==> src/rtl/mem_arbiter.sv <==
`default_nettype none
// +----------------------------------------------------------------------------+
// | Module   : mem_arbiter                                                     |
// | Brief    : Fetch/LSU to single memory port arbiter, one txn outstanding,   |
// |            LSU priority with a starvation bound for fetch.                 |
// | Revision : 1.0                                                             |
// +----------------------------------------------------------------------------+
module mem_arbiter #(
    parameter int XLEN         = 32,
    parameter int STARVE_LIMIT = 4
) (
    input  logic              clk_i,
    input  logic              rst_i,
    input  logic              if_req_i,
    input  logic [XLEN-1:0]   if_addr_i,
    output logic              if_gnt_o,
    output logic              if_rvalid_o,
    output logic [XLEN-1:0]   if_rdata_o,
    input  logic              lsu_req_i,
    input  logic              lsu_we_i,
    input  logic [XLEN/8-1:0] lsu_be_i,
    input  logic [XLEN-1:0]   lsu_addr_i,
    input  logic [XLEN-1:0]   lsu_wdata_i,
    output logic              lsu_gnt_o,
    output logic              lsu_rvalid_o,
    output logic [XLEN-1:0]   lsu_rdata_o,
    output logic              mem_req_o,
    output logic              mem_we_o,
    output logic [XLEN/8-1:0] mem_be_o,
    output logic [XLEN-1:0]   mem_addr_o,
    output logic [XLEN-1:0]   mem_wdata_o,
    input  logic              mem_gnt_i,
    input  logic              mem_rvalid_i,
    input  logic [XLEN-1:0]   mem_rdata_i
);

    localparam logic [1:0] c_IDLE = 2'd0;
    localparam logic [1:0] c_REQ  = 2'd1;
    localparam logic [1:0] c_WAIT = 2'd2;

    localparam logic       c_OWNER_IF  = 1'b0;
    localparam logic       c_OWNER_LSU = 1'b1;

    localparam logic [3:0] c_STARVE_LIMIT = 4'(STARVE_LIMIT);

    logic [1:0]        r_state;
    logic [1:0]        w_next_state;
    logic [3:0]        r_starve_cnt;
    logic              r_owner;
    logic              r_mem_we;
    logic [XLEN/8-1:0] r_mem_be;
    logic [XLEN-1:0]   r_mem_addr;
    logic [XLEN-1:0]   r_mem_wdata;
    logic              w_starved;
    logic              w_if_win;
    logic              w_lsu_win;

    // Fetch overrides the LSU only once it has lost STARVE_LIMIT grants in a row.
    assign w_starved = (r_starve_cnt == c_STARVE_LIMIT);
    assign w_if_win  = if_req_i && (!lsu_req_i || w_starved);
    assign w_lsu_win = lsu_req_i && !(if_req_i && w_starved);

    always_ff @(posedge clk_i) begin
        if (rst_i) begin
            r_state <= c_IDLE;
        end else begin
            r_state <= w_next_state;
        end
    end

    always_comb begin
        w_next_state = r_state;
        case (r_state)
            c_IDLE:  if (if_req_i || lsu_req_i) w_next_state = c_REQ;
            c_REQ:   if (mem_gnt_i)             w_next_state = c_WAIT;
            c_WAIT:  if (mem_rvalid_i)          w_next_state = c_IDLE;
            default:                            w_next_state = c_IDLE;
        endcase
    end

    always_comb begin
        if_gnt_o     = 1'b0;
        lsu_gnt_o    = 1'b0;
        if_rvalid_o  = 1'b0;
        lsu_rvalid_o = 1'b0;
        mem_req_o    = 1'b0;
        case (r_state)
            c_IDLE: begin
                if_gnt_o  = w_if_win;
                lsu_gnt_o = w_lsu_win;
            end
            c_REQ: begin
                mem_req_o = 1'b1;
            end
            c_WAIT: begin
                if_rvalid_o  = mem_rvalid_i && (r_owner == c_OWNER_IF);
                lsu_rvalid_o = mem_rvalid_i && (r_owner == c_OWNER_LSU);
            end
            default: ;
        endcase
    end

    // Request fields are captured at grant time and held until the next grant.
    always_ff @(posedge clk_i) begin
        if (rst_i) begin
            r_owner      <= c_OWNER_IF;
            r_starve_cnt <= 4'd0;
            r_mem_we     <= 1'b0;
            r_mem_be     <= '0;
            r_mem_addr   <= '0;
            r_mem_wdata  <= '0;
        end else if (if_gnt_o) begin
            r_owner      <= c_OWNER_IF;
            r_starve_cnt <= 4'd0;
            r_mem_we     <= 1'b0;
            r_mem_be     <= '1;
            r_mem_addr   <= if_addr_i;
            r_mem_wdata  <= '0;
        end else if (lsu_gnt_o) begin
            r_owner      <= c_OWNER_LSU;
            if (!if_req_i) begin
                r_starve_cnt <= 4'd0;
            end else if (r_starve_cnt < c_STARVE_LIMIT) begin
                r_starve_cnt <= r_starve_cnt + 4'd1;
            end
            r_mem_we     <= lsu_we_i;
            r_mem_be     <= lsu_be_i;
            r_mem_addr   <= lsu_addr_i;
            r_mem_wdata  <= lsu_wdata_i;
        end
    end

    assign mem_we_o    = r_mem_we;
    assign mem_be_o    = r_mem_be;
    assign mem_addr_o  = r_mem_addr;
    assign mem_wdata_o = r_mem_wdata;
    assign if_rdata_o  = mem_rdata_i;
    assign lsu_rdata_o = mem_rdata_i;

endmodule
`default_nettype wire
==> config.mk <==
export PLATFORM = sky130hd
export DESIGN_NAME = mem_arbiter
export DESIGN_NICKNAME = d
export VERILOG_FILES = /design/src/rtl/mem_arbiter.sv
export SDC_FILE = /design/constraint.sdc
export NUM_CORES = 1
export LEC_CHECK = 0
export ABC_AREA = 1
export ABC_CLOCK_PERIOD_IN_PS = 2700
export CAP_MARGIN = 25
export CORE_AREA = 2 2 107 109
export CTS_CLUSTER_SIZE = 8
export DETAILED_ROUTE_END_ITERATION = 7
export DIE_AREA = 0 0 109 111
export DONT_BUFFER_PORTS = 1
export HOLD_SLACK_MARGIN = 0.15
export PLACE_DENSITY_LB_ADDON = 0.3
export SYNTH_ARGS = -nofsm -noshare
export SYNTH_HDL_FRONTEND = slang
export SYNTH_SLANG_ARGS = --single-unit
==> constraint.sdc <==
create_clock -name clk_i -period 2.7 [get_ports clk_i]
set_input_delay 0.405 -clock clk_i [delete_from_list [all_inputs] [get_ports clk_i]]
set_output_delay 0.405 -clock clk_i [all_outputs]
set_load 0.05 [all_outputs]
==> qor.txt, run 1 <==
status -> complete, no violations
Initial Util -> 0.334
RSZ-0062 raised after global routing -> false
Netlist cell types -> 21
fraction of layout cells with a size suffix above 1 -> 0.0759
most frequent cells in the layout -> 243 x nand2_1, 76 x dfxtp_1, 41 x a21oi_1, 38 x nand3_1, 21 x inv_1
nets@finish -> 610
Core Footprint -> 11100 um2
Slew Limit Fails -> 0
Setup Buffers After CTS -> 0
Max IR drop VDD -> 0.353 mV
Worst Setup End Kind -> primary output
CTS max path bufs -> 2
drt total wl -> 9080 um
Tmin final -> 2.13 ns
CTS tree -> built
Synthesis Warnings -> 0
Pleak -> 0.00171 uW
main area contributors after synthesis -> dfxtp_1 41%, nand2_1 25%, buf_4 14%
pre-CTS setup slack -> 0.796 ns
Critical Path Start Type -> register
Final WS setup -> 0.566 ns
hold slack -> 0.179 ns
Fin. Hold Viols -> 0
DRC Markers -> 0
WL per Instance -> 14.7 um
Post-Syn Area -> 3700 um2
global-route wire length before repair -> 14300 um
critical path type -> reg2out
worst slew pin tran -> 0.867 ns
# IOs -> 277
Detail Placement HPWL -> 6340 um
arrival time at the worst endpoint -> 1.73 ns
Reg clk slew, reported paths -> 0.06 ns
Synth Register Bits -> 76
Die H -> 111 um
WP data required -> 2.30 ns
Crit path max-delay family -> buffers and inverters
CP max FO -> 34
Max Cap Viol -> 0
DIE WIDTH -> 109 um
port buffer count -> 0
final critical-path share of the clock period -> 0.790
Clk Latency, worst-skew pair -> 0.33 ns
clock sinks -> 76
CTS Buf Count -> 9
ANT cells -> 0
area grow syn2layout -> -0.372%
design area -> 3690 um2
fmax -> 0.469 GHz
detailed router's first-iteration violation count -> 173
Site Rows -> 39
Mapped Avg Cell Area -> 6.88 um2
vias in the first global route -> 2836
Worst Skew -> 0.00345 ns
post-synth net total -> 679
initial antenna violation count -> 0
Final setup viols -> 0
die area -> 12100 um2
final core occ -> 0.333
dpl cell area -> 3340 um2
Max-slew headroom -> 0.419
largest net degree at the start of global routing -> 38
Total GRT Usage -> 0.152
number of vias per cell -> 4.69
Buf/Inv on CP -> 2
Worst path max stage delay -> 0.54 ns
Fillers -> 1167
share of the synthesized area in the top cell type -> 0.411
Mapped Cells -> 538
commonest non-fill, non-tap cell in the layout -> nand2_1
DR vias -> 2892
overflow left after global routing -> 0
Pre-antenna DRT Iters -> 4
Seq/Total Area, Yosys -> 0.411
Hold Path Class -> in2reg
Clk Tree Root Cell -> clkbuf_16
Yosys top cell by area -> dfxtp_1
crit-path cells -> inv_1 -> ha_1 -> nand4_2 -> nand2_4 -> inv_2
TNS Setup -> 0 ns
pwr/cell area -> 876 nW/um2
Routed Antenna Nets -> 0
H-Tree Depth -> 3
slowest stage cell on the critical path -> inv_2
gpl congestion -> 0.841
sequential cells by signal, indices dropped and copies added (netlist names):
register / cells
mem_addr_o: 32
mem_wdata_o: 32
mem_be_o: 4
r_starve_cnt: 4
r_state: 2
mem_we_o: 1
r_owner: 1
synthesized netlist by cell type:
cell type    n
o21ai_0      1
clkbuf_1     5
nand2_4      2
nor2_2       1
nor3_1       2
buf_2       16
a21oi_1     41
inv_1       21
clkinv_1     1
o21ai_1      1
nand3_1     38
nand4_2      1
dfxtp_1     76
nor2_4       2
buf_4       68
nor2_1      11
ha_1         2
inv_2        3
nand4_1      1
nand2_1    243
nand2_2      2
layout make-up:
cell class / instances / area (um2) / area share
clock buffer: 11 / 233 / 0.0631
multi-input combinational: 348 / 1490 / 0.404
timing repair buffer: 9 / 70.1 / 0.0190
sequential: 76 / 1520 / 0.413
clock inverter: 5 / 100 / 0.0271
tap: 143 / 179 / 0.0485
inverter: 25 / 93.8 / 0.0254
logic make-up after synthesis:
logic type      synth area share
simple gates               0.334
buf+inv                    0.190
flops                      0.411
compound gates            0.0581
fa+ha+maj                0.00676
metal layers:
layer	GRT usage	vias up	wire length, um
met2	0.237	135	4330
met5	0	-	0
met3	0.0506	44	896
met1	0.171	1251	3430
li1	-	1462	-
met4	0.108	0	425
what timing repair did:
action / in CTS / in global routing
endpoints found under the hold margin: 2 / 0
hold buffers: 1 / 0
resized for setup: 0 / 0
per-stage QoR:
step | power, uW | instances
2_1_floorplan | 2090 | 538
3_3_place_gp | 1910 | 600
3_5_place_dp | 1920 | 600
4_1_cts | 3290 | 617
5_1_grt | 3390 | 617
6_report | 3230 | 617
worst reg2reg max path: stages, from the launching register on:
cell and delay [ns]:
dfxtp_1 0.33, inv_1 0.07, ha_1 0.22, nand3_1 0.09, nand2_1 0.07, nand2_2 0.14
nand2_4 0.25, nor2_2 0.15, buf_4 0.33, nand2_1 0.12, nand2_1 0.07
worst paths after layout:
path | slack, ns | depth (start not counted) | endpoint | from
worst max-delay path | 0.57 | 5 | lsu_gnt_o | r_starve_cnt[0]
worst min-delay path | 0.18 | 2 | mem_addr_o[31] | lsu_addr_i[31]
worst max register to register | 0.81 | 10 | mem_addr_o[2] | r_starve_cnt[0]
worst min register to register | 0.47 | 2 | r_starve_cnt[3] | r_starve_cnt[3]
report_power, final:
group / total, uW / leakage (uW) / switching, uW / internal [uW]
clock network: 1340 / 0.000163 / 443 / 900
registers: 1560 / 0.000624 / 344 / 1210
logic: 330 / 0.000925 / 230 / 101
Power figures use the tool's default switching activity.
==> run 2: changes to the inputs <==
- ABC_CLOCK_PERIOD_IN_PS: 2700 -> 2100
- clock period: 2.7 -> 2.1 ns (I/O delays scaled with it)
==> run 2 against run 1 <==
  * Critical path depth is 2 higher
  * Highest routed layer unchanged
  * Clock power grew 11%
  * Sequential power is 28% higher
  * Global-route usage grew 1.6 points
  * First-iteration DRC count is 7.5% lower
  * Critical endpoint is now if_gnt_o
  * Non-clock buffer count increased by 73
  * Clock-buffer cell count grew 3
==> qor.txt, run 2 (synthesis gave the netlist of run 1 again) <==
Detail Placement HPWL -> 6390 um (+0.85%)
Tmin final -> 1.82 ns
CP dominant cell by count -> inv_1
# IOs -> 277 (unchanged)
WP data required -> 1.78 ns (-0.52 ns)
r2r setup slk -> 0.43 ns (-0.38 ns)
post-CTS resize count -> 0 (unchanged)
H-Tree Depth -> 3 (unchanged)
Fin. Hold Viols -> 0 (unchanged)
DRC Markers -> 0 (unchanged)
multi-input logic area -> 1490 um2 (unchanged)
cell-internal power -> 2700 uW (+22%)
Initial Util -> 0.334 (unchanged)
drt total wl -> 9950 um (+9.6%)
Cells on Worst Hold Path -> 2 (unchanged)
initial antenna violation count -> 0 (unchanged)
post-layout instance count excluding filler cells -> 689 (+12%)
overflow left after global routing -> 0 (unchanged)
fraction of layout cells with a size suffix above 1 -> 0.0769 (+0.000974)
port buffer count -> 0 (unchanged)
Reg clk slew, reported paths -> 0.05 ns (about the same)
gpl congestion -> 0.780 (-7.2%)
Total GRT Usage -> 0.168 (+0.0158)
most frequent cells in the layout -> 243 x nand2_1, 76 x dfxtp_1, 68 x dlygate4sd3_1, 41 x a21oi_1, 38 x nand3_1
Net Switching -> 1340 uW (+32%)
Worst Skew -> 0.00632 ns (+0.00287 ns)
Post-CTS Hold Fix Bufs -> 68 (+67)
Die H -> 111 um (unchanged)
share of power burned in registers -> 0.495 (+0.013)
CTS Buf Count -> 9 (unchanged)
Pleak -> 0.00201 uW (+17%)
Fillers -> 1116 (-4.4%)
status -> complete, no violations
DR vias -> 3241 (+12%)
Max IR drop VDD -> 0.509 mV (+44%)
Hold Path Class -> in2reg
register cell area after layout -> 1520 um2 (unchanged)
largest net degree at the start of global routing -> 40 (+5.3%)
r2r endpoint -> mem_wdata_o[28]
dpl cells -> 606 (+1.0%)
detailed router's first-iteration violation count -> 160 (-7.5%)
DIE WIDTH -> 109 um (unchanged)
critical path type -> reg2out
Max-slew headroom -> 0.633 (+0.214)
Clk Tree Root Cell -> clkbuf_16
WL per Instance -> 14.4 um (-1.9%)
Worst Setup End Kind -> primary output
Pre-antenna DRT Iters -> 5 (+1)
Max Cap Viol -> 0 (unchanged)
Slew Limit Fails -> 0 (unchanged)
worst reg2reg path depth -> 8 (-2)
Clk Latency, worst-skew pair -> 0.34 ns (about the same)
die area -> 12100 um2 (unchanged)
Critical Path Start Type -> register
ANT cells -> 0 (unchanged)
Setup Buffers After CTS -> 0 (unchanged)
Worst Hold Endpoint -> r_starve_cnt[0]
Gate power share -> 0.135 (+0.033)
pwr/cell area -> 927 nW/um2 (+5.9%)
global-route wire length before repair -> 15700 um (+9.9%)
Worst path max stage delay -> 0.33 ns (-0.21 ns)
slowest stage cell on the critical path -> dfxtp_1
Final setup viols -> 0 (unchanged)
arrival time at the worst endpoint -> 1.50 ns (-0.23 ns)
worst slew pin tran -> 0.550 ns (-0.316 ns)
RSZ-0062 raised after global routing -> false
commonest non-fill, non-tap cell in the layout -> nand2_1
Routed Antenna Nets -> 0 (unchanged)
CP max FO -> 6 (-82%)
clock share of power -> 0.370 (-0.046)
Site Rows -> 39 (unchanged)
reg2reg start -> r_starve_cnt[0]
vias in the first global route -> 3230 (+14%)
switch share -> 0.332 (+0.0172)
number of vias per cell -> 4.70 (+0.36%)
CTS tree -> built
area grow syn2layout -> 17.8%
HP Start -> if_req_i
CTS max path bufs -> 2 (unchanged)
Core Footprint -> 11100 um2 (unchanged)
fmax -> 0.550 GHz
clock sinks -> 76 (unchanged)
final critical-path share of the clock period -> 0.866
TNS Setup -> 0 ns (unchanged)
crit-path cells -> inv_1 -> ha_1 -> nand3_1 -> nand2_1 -> nand2_2 -> inv_1 -> buf_4
nets@finish -> 683 (+12%)
run 2: worst max path at each step:
stage                          startpoint         endpoint  cells after the start
after floorplan                r_state[1]      if_rvalid_o                      4
after global placement    r_starve_cnt[0]  mem_wdata_o[20]                      8
after detailed placement  r_starve_cnt[0]   mem_wdata_o[0]                      8
after CTS                 r_starve_cnt[0]         if_gnt_o                      7
after global routing      r_starve_cnt[0]         if_gnt_o                      7
final                     r_starve_cnt[0]         if_gnt_o                      7
run 2: through the flow:
step	total power [uW]	setup WS, ns	hold slack [ns]	utilization	area [um2]
2_1_floorplan	2690	0.215	0.384	-	3700
3_3_place_gp	2460	0.494	0.388	0.306	3390
3_5_place_dp	2470	0.434	0.397	0.306	3390
4_1_cts	4090	0.266	0.152	0.394	4360
5_1_grt	4230	0.168	0.167	0.394	4360
6_report	4040	0.282	0.163	0.394	4360
run 2: worst max-delay path, delay by kind of cell (launching register included):
family / cells / cell delay, ns
flip-flops: 1 / 0.33
AND/OR/NAND/NOR: 3 / 0.31
buffers and inverters: 3 / 0.30
adder cells (fa/ha/maj): 1 / 0.23
run 2: routing by layer:
metal | wire length [um] | vias up | part of all wire | global-route usage
met5 | 0 | - | 0 | 0
met3 | 934 | 43 | 0.094 | 0.0564
met2 | 5010 | 155 | 0.50 | 0.280
met1 | 3600 | 1437 | 0.36 | 0.174
li1 | - | 1606 | - | -
met4 | 406 | 0 | 0.041 | 0.115
run 2: layout make-up:
class / instances / area share
repair buffers: 82 / 0.180
well taps: 143 / 0.0410
clock inverters: 1 / 0.00115
multi-input cells: 348 / 0.342
flip-flops and latches: 76 / 0.349
inverters: 25 / 0.0215
clock buffers: 14 / 0.0652
run 2: power groups by stage:
stage | Combinational (uW) | Sequential, uW | Clock [uW]
floorplan | 683 | 2000 | 0
global placement | 426 | 2030 | 0
detailed placement | 440 | 2030 | 0
CTS | 544 | 2000 | 1550
global route | 620 | 2010 | 1600
finish | 547 | 2000 | 1490
==> run 3: changes to the inputs <==
- CTS_BUF_LIST: not set -> sky130_fd_sc_hd__clkbuf_8
- SLEW_MARGIN: not set -> 20
==> run 3 against run 2 <==
  * Global-route usage about the same
  * Critical path depth unchanged
  * Utilization decreased by 0.64 points
  * Clock-buffer cell count decreased by 1
  * Sequential share of layout area increased by 0.58 points
  * Largest cell class unchanged
  * Highest routed layer unchanged
==> qor.txt, run 3 (synthesis gave the netlist of run 1 again) <==
status -> complete, no violations
Detail Placement HPWL -> 6390 um (unchanged)
switch share -> 0.359 (+0.0266)
Tmin final -> 1.84 ns (+0.0257 ns)
Total GRT Usage -> 0.168 (+0.000343)
TNS Setup -> 0 ns (unchanged)
vias in the first global route -> 3256 (+0.80%)
clock share of power -> 0.297 (-0.073)
DR vias -> 3256 (+0.46%)
dpl cell area -> 3390 um2 (unchanged)
worst slew pin tran -> 0.553 ns (+0.00217 ns)
share of power burned in registers -> 0.551 (+0.056)
Max Cap Viol -> 0 (unchanged)
Hold Path Class -> in2reg
arrival time at the worst endpoint -> 1.53 ns (+0.03 ns)
DRC Markers -> 0 (unchanged)
Die H -> 111 um (unchanged)
fraction of layout cells with a size suffix above 1 -> 0.0765 (-0.000420)
area grow syn2layout -> 15.9%
CTS tree -> built
critical path type -> reg2out
Max-slew headroom -> 0.631 (-0.00145)
Worst Skew -> 0.00551 ns (-0.000816 ns)
post-CTS resize count -> 0 (unchanged)
WP data required -> 1.78 ns (about the same)
Pre-antenna DRT Iters -> 4 (-1)
commonest non-fill, non-tap cell in the layout -> nand2_1
gpl congestion -> 0.780 (unchanged)
Net Switching -> 1300 uW (-3.1%)
Core Footprint -> 11100 um2 (unchanged)
H-Tree Depth -> 3 (unchanged)
largest net degree at the start of global routing -> 40 (unchanged)
Setup Buffers After CTS -> 0 (unchanged)
Reg clk slew, reported paths -> 0.07 ns (+0.02 ns)
Slew Limit Fails -> 0 (unchanged)
Design Power -> 3630 uW (-10%)
Initial Util -> 0.334 (unchanged)
Clk Latency, worst-skew pair -> 0.36 ns (+0.02 ns)
initial antenna violation count -> 0 (unchanged)
global-route wire length before repair -> 15800 um (+0.61%)
cell-internal power -> 2330 uW (-14%)
Gate power share -> 0.152 (+0.017)
Routed Antenna Nets -> 0 (unchanged)
pwr/cell area -> 846 nW/um2 (-8.8%)
CP max FO -> 6 (unchanged)
most frequent cells in the layout -> 243 x nand2_1, 76 x dfxtp_1, 71 x dlygate4sd3_1, 41 x a21oi_1, 38 x nand3_1
final critical-path share of the clock period -> 0.878 (+0.0122)
number of vias per cell -> 4.71 (about the same)
Clk Tree Root Cell -> clkbuf_8
Fin. Hold Viols -> 0 (unchanged)
CTS max path bufs -> 2 (unchanged)
CTS Buf Count -> 9 (unchanged)
Worst Setup End Kind -> primary output
Pleak -> 0.00198 uW (-1.5%)
RSZ-0062 raised after global routing -> false
design area -> 4290 um2 (-1.6%)
# IOs -> 277 (unchanged)
ANT cells -> 0 (unchanged)
Site Rows -> 39 (unchanged)
DIE WIDTH -> 109 um (unchanged)
Final setup viols -> 0 (unchanged)
port buffer count -> 0 (unchanged)
detailed router's first-iteration violation count -> 146 (-8.8%)
nets@finish -> 686 (+0.44%)
die area -> 12100 um2 (unchanged)
fmax -> 0.542 GHz (-1.4%)
WL per Instance -> 14.5 um (+0.35%)
clock sinks -> 76 (unchanged)
Max IR drop VDD -> 0.491 mV (-3.6%)
overflow left after global routing -> 0 (unchanged)
drt total wl -> 10000 um (+0.78%)
Critical Path Start Type -> register
-- run 3: cell types whose count changed in the layout (fill, tap and decap cells not counted), sizes merged --
cell	before	now
clkbuf	14	13
dlygate4sd3	68	71
inv	24	25
-- run 3: worst paths after layout --
| kind | from | end | slack, ns | depth (start not counted) |
|---|---|---|---|---|
| setup / recovery | r_starve_cnt[0] | if_gnt_o | 0.26 | 7 |
| hold / removal | if_addr_i[0] | mem_addr_o[0] | 0.18 | 4 |
| setup reg to reg | r_starve_cnt[0] | mem_wdata_o[0] | 0.42 | 8 |
| hold reg to reg | r_starve_cnt[3] | r_starve_cnt[3] | 0.46 | 2 |
-- run 3: layout make-up --
class / instances / area [um2]
Fill cell: 1124 / 6790
Clock inverter: 2 / 8.76
Timing Repair Buffer: 85 / 816
Multi-Input combinational cell: 348 / 1490
Clock buffer: 13 / 179
Tap cell: 143 / 179
Inverter: 25 / 93.8
Sequential cell: 76 / 1520
-- run 3: what timing repair did --
action | in CTS | in global routing
hold buffers | 71 | 0
hold endpoints to repair | 71 | 0
setup endpoints to repair | 0 | 0
-- run 3: critical path: stages (launching register included) --
cell and delay [ns]:
dfxtp_1 0.33, inv_1 0.07, ha_1 0.22, nand3_1 0.08, nand2_1 0.08, nand2_2 0.14, inv_1 0.05, buf_4 0.18
-- run 3: power groups by stage --
stage | clock network, uW | logic (uW) | registers, uW
after floorplan | 0 | 683 | 2000
after global placement | 0 | 426 | 2030
after detailed placement | 0 | 440 | 2030
after CTS | 1120 | 549 | 2000
after global routing | 1170 | 626 | 2010
final | 1080 | 553 | 2000
-- run 3: routing by layer --
layer,share of wire,global-route usage,vias to the layer above,wire [um]
met5,0,0,-,0
met4,0.036,0.103,0,363
met3,0.094,0.0617,42,946
met2,0.51,0.283,162,5080
met1,0.36,0.174,1442,3630
li1,-,-,1610,-
-- run 3: metrics by stage --
stage | hold slack [ns] | instances | worst slack, ns | util
6_report | 0.179 | 692 | 0.256 | 0.387
2_1_floorplan | 0.384 | 538 | 0.215 | -
3_5_place_dp | 0.397 | 606 | 0.434 | 0.306
3_3_place_gp | 0.388 | 606 | 0.494 | 0.306
4_1_cts | 0.159 | 692 | 0.229 | 0.387
5_1_grt | 0.177 | 692 | 0.124 | 0.387
